$ cat config.mk
export PLATFORM = sky130hd
export DESIGN_NAME = uart_rx
export DESIGN_NICKNAME = d
export VERILOG_FILES = /design/src/rtl/uart_rx.sv
export SDC_FILE = /design/constraint.sdc
export NUM_CORES = 1
export LEC_CHECK = 0
export CORE_ASPECT_RATIO = 0.8
export CORE_MARGIN = 10
export CORE_UTILIZATION = 56
export CTS_CLUSTER_DIAMETER = 50
export DETAILED_ROUTE_END_ITERATION = 8
export GPL_ROUTABILITY_DRIVEN = 0
export PLACE_DENSITY = 0.75
export SLEW_MARGIN = 5
export SYNTH_ARGS = -nofsm -noshare
export SYNTH_HDL_FRONTEND = slang
export SYNTH_SLANG_ARGS = --single-unit
export TNS_END_PERCENT = 10
$ cat constraint.sdc
create_clock -name clk -period 2.3 [get_ports clk]
set_input_delay 0.46 -clock clk [delete_from_list [all_inputs] [get_ports clk]]
set_output_delay 0.46 -clock clk [all_outputs]
set_load 0.01 [all_outputs]
$ cat src/rtl/uart_rx.sv
// 8N1 UART receiver: synchronizes rx, samples each bit at its midpoint and
// holds the received byte until it is consumed with rd.
module uart_rx #(
    parameter int CLKS_PER_BIT = 868,
    parameter int SYNC_STAGES  = 2
) (
    input  logic       clk,
    input  logic       rst_n,
    input  logic       rx,
    input  logic       rd,
    output logic [7:0] data_out,
    output logic       valid,
    output logic       busy,
    output logic       frame_err,
    output logic       overrun
);
    localparam int CNT_W = $clog2(CLKS_PER_BIT);
    localparam logic [CNT_W-1:0] HALF_LAST = CNT_W'(CLKS_PER_BIT / 2 - 1);
    localparam logic [CNT_W-1:0] BIT_LAST  = CNT_W'(CLKS_PER_BIT - 1);

    typedef enum logic [1:0] {IDLE, START, DATA, STOP} state_t;

    state_t                 state;
    logic [CNT_W-1:0]       cnt;
    logic [2:0]             bit_idx;
    logic [7:0]             shift;
    logic [SYNC_STAGES-1:0] sync_q;
    logic                   rx_s;
    logic                   line_armed;

    // NOTE: synchronizer resets to the idle level so reset release never looks like a start bit.
    always_ff @(posedge clk or negedge rst_n) begin
        if (!rst_n) begin
            sync_q <= '1;
        end else begin
            sync_q <= {sync_q[SYNC_STAGES-2:0], rx};
        end
    end

    assign rx_s = sync_q[SYNC_STAGES-1];
    assign busy = (state != IDLE);

    // NOTE: all state here uses <= so every branch sees pre-edge values (valid, rd) consistently.
    always_ff @(posedge clk or negedge rst_n) begin
        if (!rst_n) begin
            state      <= IDLE;
            cnt        <= '0;
            bit_idx    <= '0;
            shift      <= '0;
            data_out   <= '0;
            valid      <= 1'b0;
            frame_err  <= 1'b0;
            overrun    <= 1'b0;
            line_armed <= 1'b1;
        end else begin
            frame_err <= 1'b0;
            overrun   <= 1'b0;
            if (rd && valid) valid <= 1'b0;

            case (state)
                IDLE: begin
                    // After a framing error the line must go high again before a new start.
                    if (rx_s) begin
                        line_armed <= 1'b1;
                    end else if (line_armed) begin
                        state <= START;
                        cnt   <= '0;
                    end
                end
                START: begin
                    if (cnt == HALF_LAST) begin
                        cnt     <= '0;
                        bit_idx <= '0;
                        state   <= rx_s ? IDLE : DATA;
                    end else begin
                        cnt <= cnt + 1'b1;
                    end
                end
                DATA: begin
                    if (cnt == BIT_LAST) begin
                        cnt            <= '0;
                        shift[bit_idx] <= rx_s;
                        if (bit_idx == 3'd7) state <= STOP;
                        else bit_idx <= bit_idx + 1'b1;
                    end else begin
                        cnt <= cnt + 1'b1;
                    end
                end
                STOP: begin
                    if (cnt == BIT_LAST) begin
                        cnt   <= '0;
                        state <= IDLE;
                        if (rx_s) begin
                            // A completion overrides a same-cycle rd: the new byte stays valid.
                            data_out <= shift;
                            valid    <= 1'b1;
                            overrun  <= valid && !rd;
                        end else begin
                            frame_err  <= 1'b1;
                            line_armed <= 1'b0;
                        end
                    end else begin
                        cnt <= cnt + 1'b1;
                    end
                end
                default: state <= IDLE;
            endcase
        end
    end
endmodule

After elaboration in Yosys (flattened, before gate mapping)
Index checks and enable logic that the tools add are counted.
- $add $sub $neg: 2
- shift-type cells: 0
- equal/unequal tests: 15
- reductions and logical operators: 15
- div/mod/pow operators: 0
- mux-type cells: 34
- bitwise logic cells: 0
- $mul: 0
- order comparisons: 2
- operator list (cell ; number):
    two-way mux 10 bit ; 4
    case mux 10 bit (3 select lines) ; 1
    != test 2 bit (second input constant) ; 9
    two-way mux 1 bit ; 14
    two-way mux 2 bit ; 7
    adder 10 x 1 -> 10 bit (second input constant) ; 1
    == test 10 bit (second input constant) ; 1
    == test 10 x 9 -> 1 bit (second input constant) ; 1
    two-way mux 3 bit ; 3
    bitwise mux 8 bit ; 1
    case mux 2 bit (4 select lines) ; 1
    AND reduction 4 bit ; 2
    case mux 3 bit (2 select lines) ; 1
    AND reduction 6 bit ; 1
    nonzero test 2 bit ; 3
    == test 2 bit (second input constant) ; 2
    < comparator 3 x 4 -> 1 bit (second input constant) ; 1
    AND reduction 2 bit ; 2
    adder 3 x 1 -> 3 bit (second input constant) ; 1
    demux 1 bit (select 3 bit) ; 1
    == test 3 bit (second input constant) ; 1
    >= comparator 3 x 1 -> 1 bit (second input constant) ; 1
    logical AND 1 bit ; 3
    AND reduction 3 bit ; 1
    other kinds (5) ; 5
- word-level logic and storage cells: 78
- output and inout bits: 12
- input port bits: 4
- memories kept: 0
- RAM bits: 0
- memory bits (read-only): 0
- bits in registers: 37
- bits in latches: 0

Logic depth before layout (Yosys ltp)
- word-level depth: 5
- mapped depth: 6
- gate-level depth less buffers: 6

Worst setup path after synthesis
OpenSTA, ideal clock, no wires.
- path kind: register to register
- start: reg cnt[0]
- end: reg shift[4]
- arrival time: 1.697 ns
- library setup time: 0.125 ns
- buffers on the path: 0
- stages on the path, launching flop included: 6
- data required time: 2.175 ns
- clock period less this slack: 1.821 ns
- setup slack: 0.479 ns
- cell sequence: dfrtp_1 > ha_1 > and4b_1 > nand4_2 > nor4b_1 > mux2_2
- cells in the longest elaborated chain, start to end: 2
- ends and longest elaborated chain (item ; RTL line ; RTL):
    start, declared ; 24 ; logic [CNT_W-1:0] cnt;
    start signal, assigned ; 76 ; cnt <= cnt + 1'b1;
    start signal, assigned ; 86 ; cnt <= cnt + 1'b1;
    start signal, assigned ; 103 ; cnt <= cnt + 1'b1;
    == test 10 bit ; 80 ; if (cnt == BIT_LAST) begin
    AND reduction 2 bit (no source line) ; n/a ;
    end signal, assigned by index ; 82 ; shift[bit_idx] <= rx_s;
    end, declared ; 26 ; logic [7:0] shift;
Every way passes these cells.
A chain may end at the register's enable or synchronous reset.

==> flow_summary.json <==
{
  "diodes": 0,
  "ys_warn_count": 0,
  "avgSynthCellArea_um2": 11.0,
  "worstPathMaxFanout": 13,
  "initialDrtViolationCount": 133,
  "cts_root_buf": "clkbuf_8",
  "fillCellCount": 239,
  "rsz0062_at_grt": "false",
  "endpoint_kind": "output pin",
  "area_growth_pct": 14.1,
  "cts.hold.buffers_added": 0,
  "gr-total-overflow": 0,
  "regToRegSetupSlack_ns": 0.29,
  "final_cell_area_mm2": 0.00209,
  "drv_cap": 0,
  "fin_util_pct": 67.4,
  "slowest_stage": "dfrtp_1",
  "first_pass_iters": 4,
  "grt_pass1_vias": 1310,
  "dpl_cell_area_mm2": 0.00200,
  "path_cells": "or2_2 > clkdlybuf4s50_1",
  "crit_arrival_ns": 1.68,
  "fin_ws_ns": 0.159,
  "synth.net_count": 175,
  "vias": 1381,
  "die_w_um": 84.0,
  "power_density_mw_per_mm2": 706,
  "wl_per_cell_um": 17.1,
  "yosysSeqAreaShare_pct": 50.6,
  "clockBufferDepth": 2,
  "netlist_area_mm2": 0.00184,
  "fp.dieArea_mm2": 0.00598,
  "antenna_found_initial": 0,
  "antenna_left": 0,
  "reg2reg_to": "data_out[5]",
  "hold_path_class": "in -> async",
  "ff2ff_path_depth": 5,
  "die_y_um": 71.2,
  "cts_tree": "done",
  "finalSetupViolations": 0,
  "min_period_ns": 2.14,
  "hold_viol": 0,
  "status": "finished clean",
  "netlist_instances": 167,
  "fp.coreArea_mm2": 0.00311,
  "worstSetupStartpointType": "flip-flop",
  "ir_drop_uv": 500,
  "synth_enable_flop_cells": 0,
  "cts.sinks": 37,
  "cts_resized": 0,
  "drive_above_1_share_pct": 18.6,
  "start_util_pct": 59.1,
  "wirelength_um": 3810,
  "leakagePower_nw": 0.928,
  "crit_type": "reg -> out",
  "maxSlewViolCount": 0,
  "grt_start_max_net_pins": 38,
  "ioPinCount": 16,
  "grt_pass1_wl_um": 6430,
  "fmax_mhz": 467,
  "max_slew_margin_pct": 46.7,
  "h-tree-depth": 2,
  "post_cts_buffers": 0,
  "ys.flop_type": "dfrtp_1",
  "synth.ff_latch_count": 37,
  "final.setup_skew_ns": 0.00523,
  "fin_nets": 190,
  "worst_pin_slew_ns": 0.799,
  "cts.clk_slew.worst_paths_ns": 0.07,
  "rows": 18,
  "crit_required_ns": 1.84,
  "setup_tns_ns": 0,
  "dp_hpwl_um": 2630,
  "fin_crit_sh_pct": 93.1,
  "port_buffers": 15,
  "remaining_drc_errors": 0,
  "insertion_delay_ns": 0.29,
  "pre_cts_ws_ns": 0.285,
  "cts-buffers-inserted": 5,
  "async_reset_ff_share_pct": 100,
  "r2r_start": "cnt[0]",
  "ys_types": 43,
  "via_per_inst": 6.19,
  "cpPeakStageDelay_ns": 0.54,
  "grt_util_all_layers_pct": 13.2
}
worst max path at each step:
stage	slack, ns	cells after the start	to
after CTS	0.15	2	busy
final	0.16	2	busy
after global placement	0.38	5	shift[4]
after detailed placement	0.29	5	shift[4]
after global routing	0.08	2	busy
after floorplan	0.48	5	shift[4]
flip-flops by register name (all words and copies together) (netlist names), named ones only:
signal,cells
state,1
sync_q,2
shift,8
bit_idx,3
line_armed,1
cnt,10
data_out,8
frame_err,1
overrun,1
valid,1
cell families after synthesis:
logic type                 share of synthesized area [%]
AOI/OAI and AO/OA                                   10.8
adders and majority gates                           2.73
and+or+nand+nor                                     20.9
muxes                                               10.4
buffers and inverters                               3.07
xor gates and xnor gates                            1.43
DFF                                                 50.6
cell usage after synthesis (2+ instances only):
cell | instances | area share (%)
xnor2_1 | 2 | 0.95
nand3_1 | 7 | 1.9
nor2b_1 | 3 | 1.0
nand4b_1 | 2 | 0.95
a31oi_1 | 3 | 1.0
o21ai_0 | 12 | 3.3
buf_2 | 6 | 1.6
clkbuf_1 | 2 | 0.41
nand4_1 | 3 | 1.0
dfrtp_1 | 34 | 46
inv_1 | 4 | 0.82
a22o_1 | 2 | 0.95
dfstp_2 | 3 | 4.3
nor2_1 | 8 | 1.6
nand2b_1 | 2 | 0.68
ha_1 | 4 | 2.7
and4_1 | 3 | 1.4
and4b_1 | 2 | 1.1
mux2_2 | 17 | 10
nor4_1 | 2 | 0.68
a21oi_1 | 2 | 0.55
nand2_1 | 15 | 3.1
o211ai_1 | 3 | 1.2
nor3_1 | 5 | 1.4
o22ai_1 | 3 | 1.0
worst max-delay path, delay by kind of cell, from the launching register on:
kind,cells,cell delay (ns)
simple gates,1,0.37
flops,1,0.54
buf+inv,1,0.48
cell usage in the layout (no fill, tap or decap), drive strengths merged, types with 2 or more instances in the layout:
cell           netlist  routed
a31oi                3       3
nor2                 8       8
and4b                2       2
xnor2                2       2
nor2b                3       3
buf                  7       3
dfrtp               34      34
nand2               15      15
nand4                5       5
clkbuf               2       8
o211ai               3       3
nor4                 2       2
nor3                 5       5
and4                 3       3
nand4b               2       2
ha                   4       4
dfstp                3       3
clkdlybuf4s50        0      14
a22o                 2       2
nand2b               2       2
a21oi                2       2
inv                  4       4
nand3                7       7
o22ai                3       3
nor4b                2       2
mux2                17      17
o21ai               12      12
power breakdown:
group / leakage [nW] / switching, W / internal (W)
registers: 0.493 / 0.000103 / 0.000711
logic: 0.389 / 0.000116 / 0.0000876
clock network: 0.0455 / 0.000218 / 0.000244
total: 0.928 / 0.000436 / 0.00104
stage by stage:
| stage | total power (W) | hold slack (ns) | cells |
|---|---|---|---|
| 4_1_cts | 0.00149 | 0.276 | 223 |
| 2_1_floorplan | 0.000955 | 0.164 | 167 |
| 5_1_grt | 0.00157 | 0.304 | 223 |
| 3_3_place_gp | 0.00101 | 0.347 | 215 |
| 6_report | 0.00148 | 0.254 | 223 |
| 3_5_place_dp | 0.00102 | 0.348 | 215 |
layer usage:
layer | GRT usage [%] | vias to the layer above | share of wire [%]
met3 | 5.84 | 8 | 7.2
met4 | 5.01 | 0 | 1.6
met1 | 16.8 | 683 | 46
met2 | 19.3 | 49 | 45
li1 | - | 641 | -
met5 | 0 | - | 0
cell type report:
class                      instances  area, um2  share of cell area (%)
multi-input combinational        117        850                    40.6
sequential                        37        930                    44.4
clock buffer                       8       90.1                    4.30
tap                               40       50.0                    2.39
timing repair buffer              17        160                    7.65
inverter                           4       15.0                   0.717
Note: power is estimated with default switching activity, not from simulation.
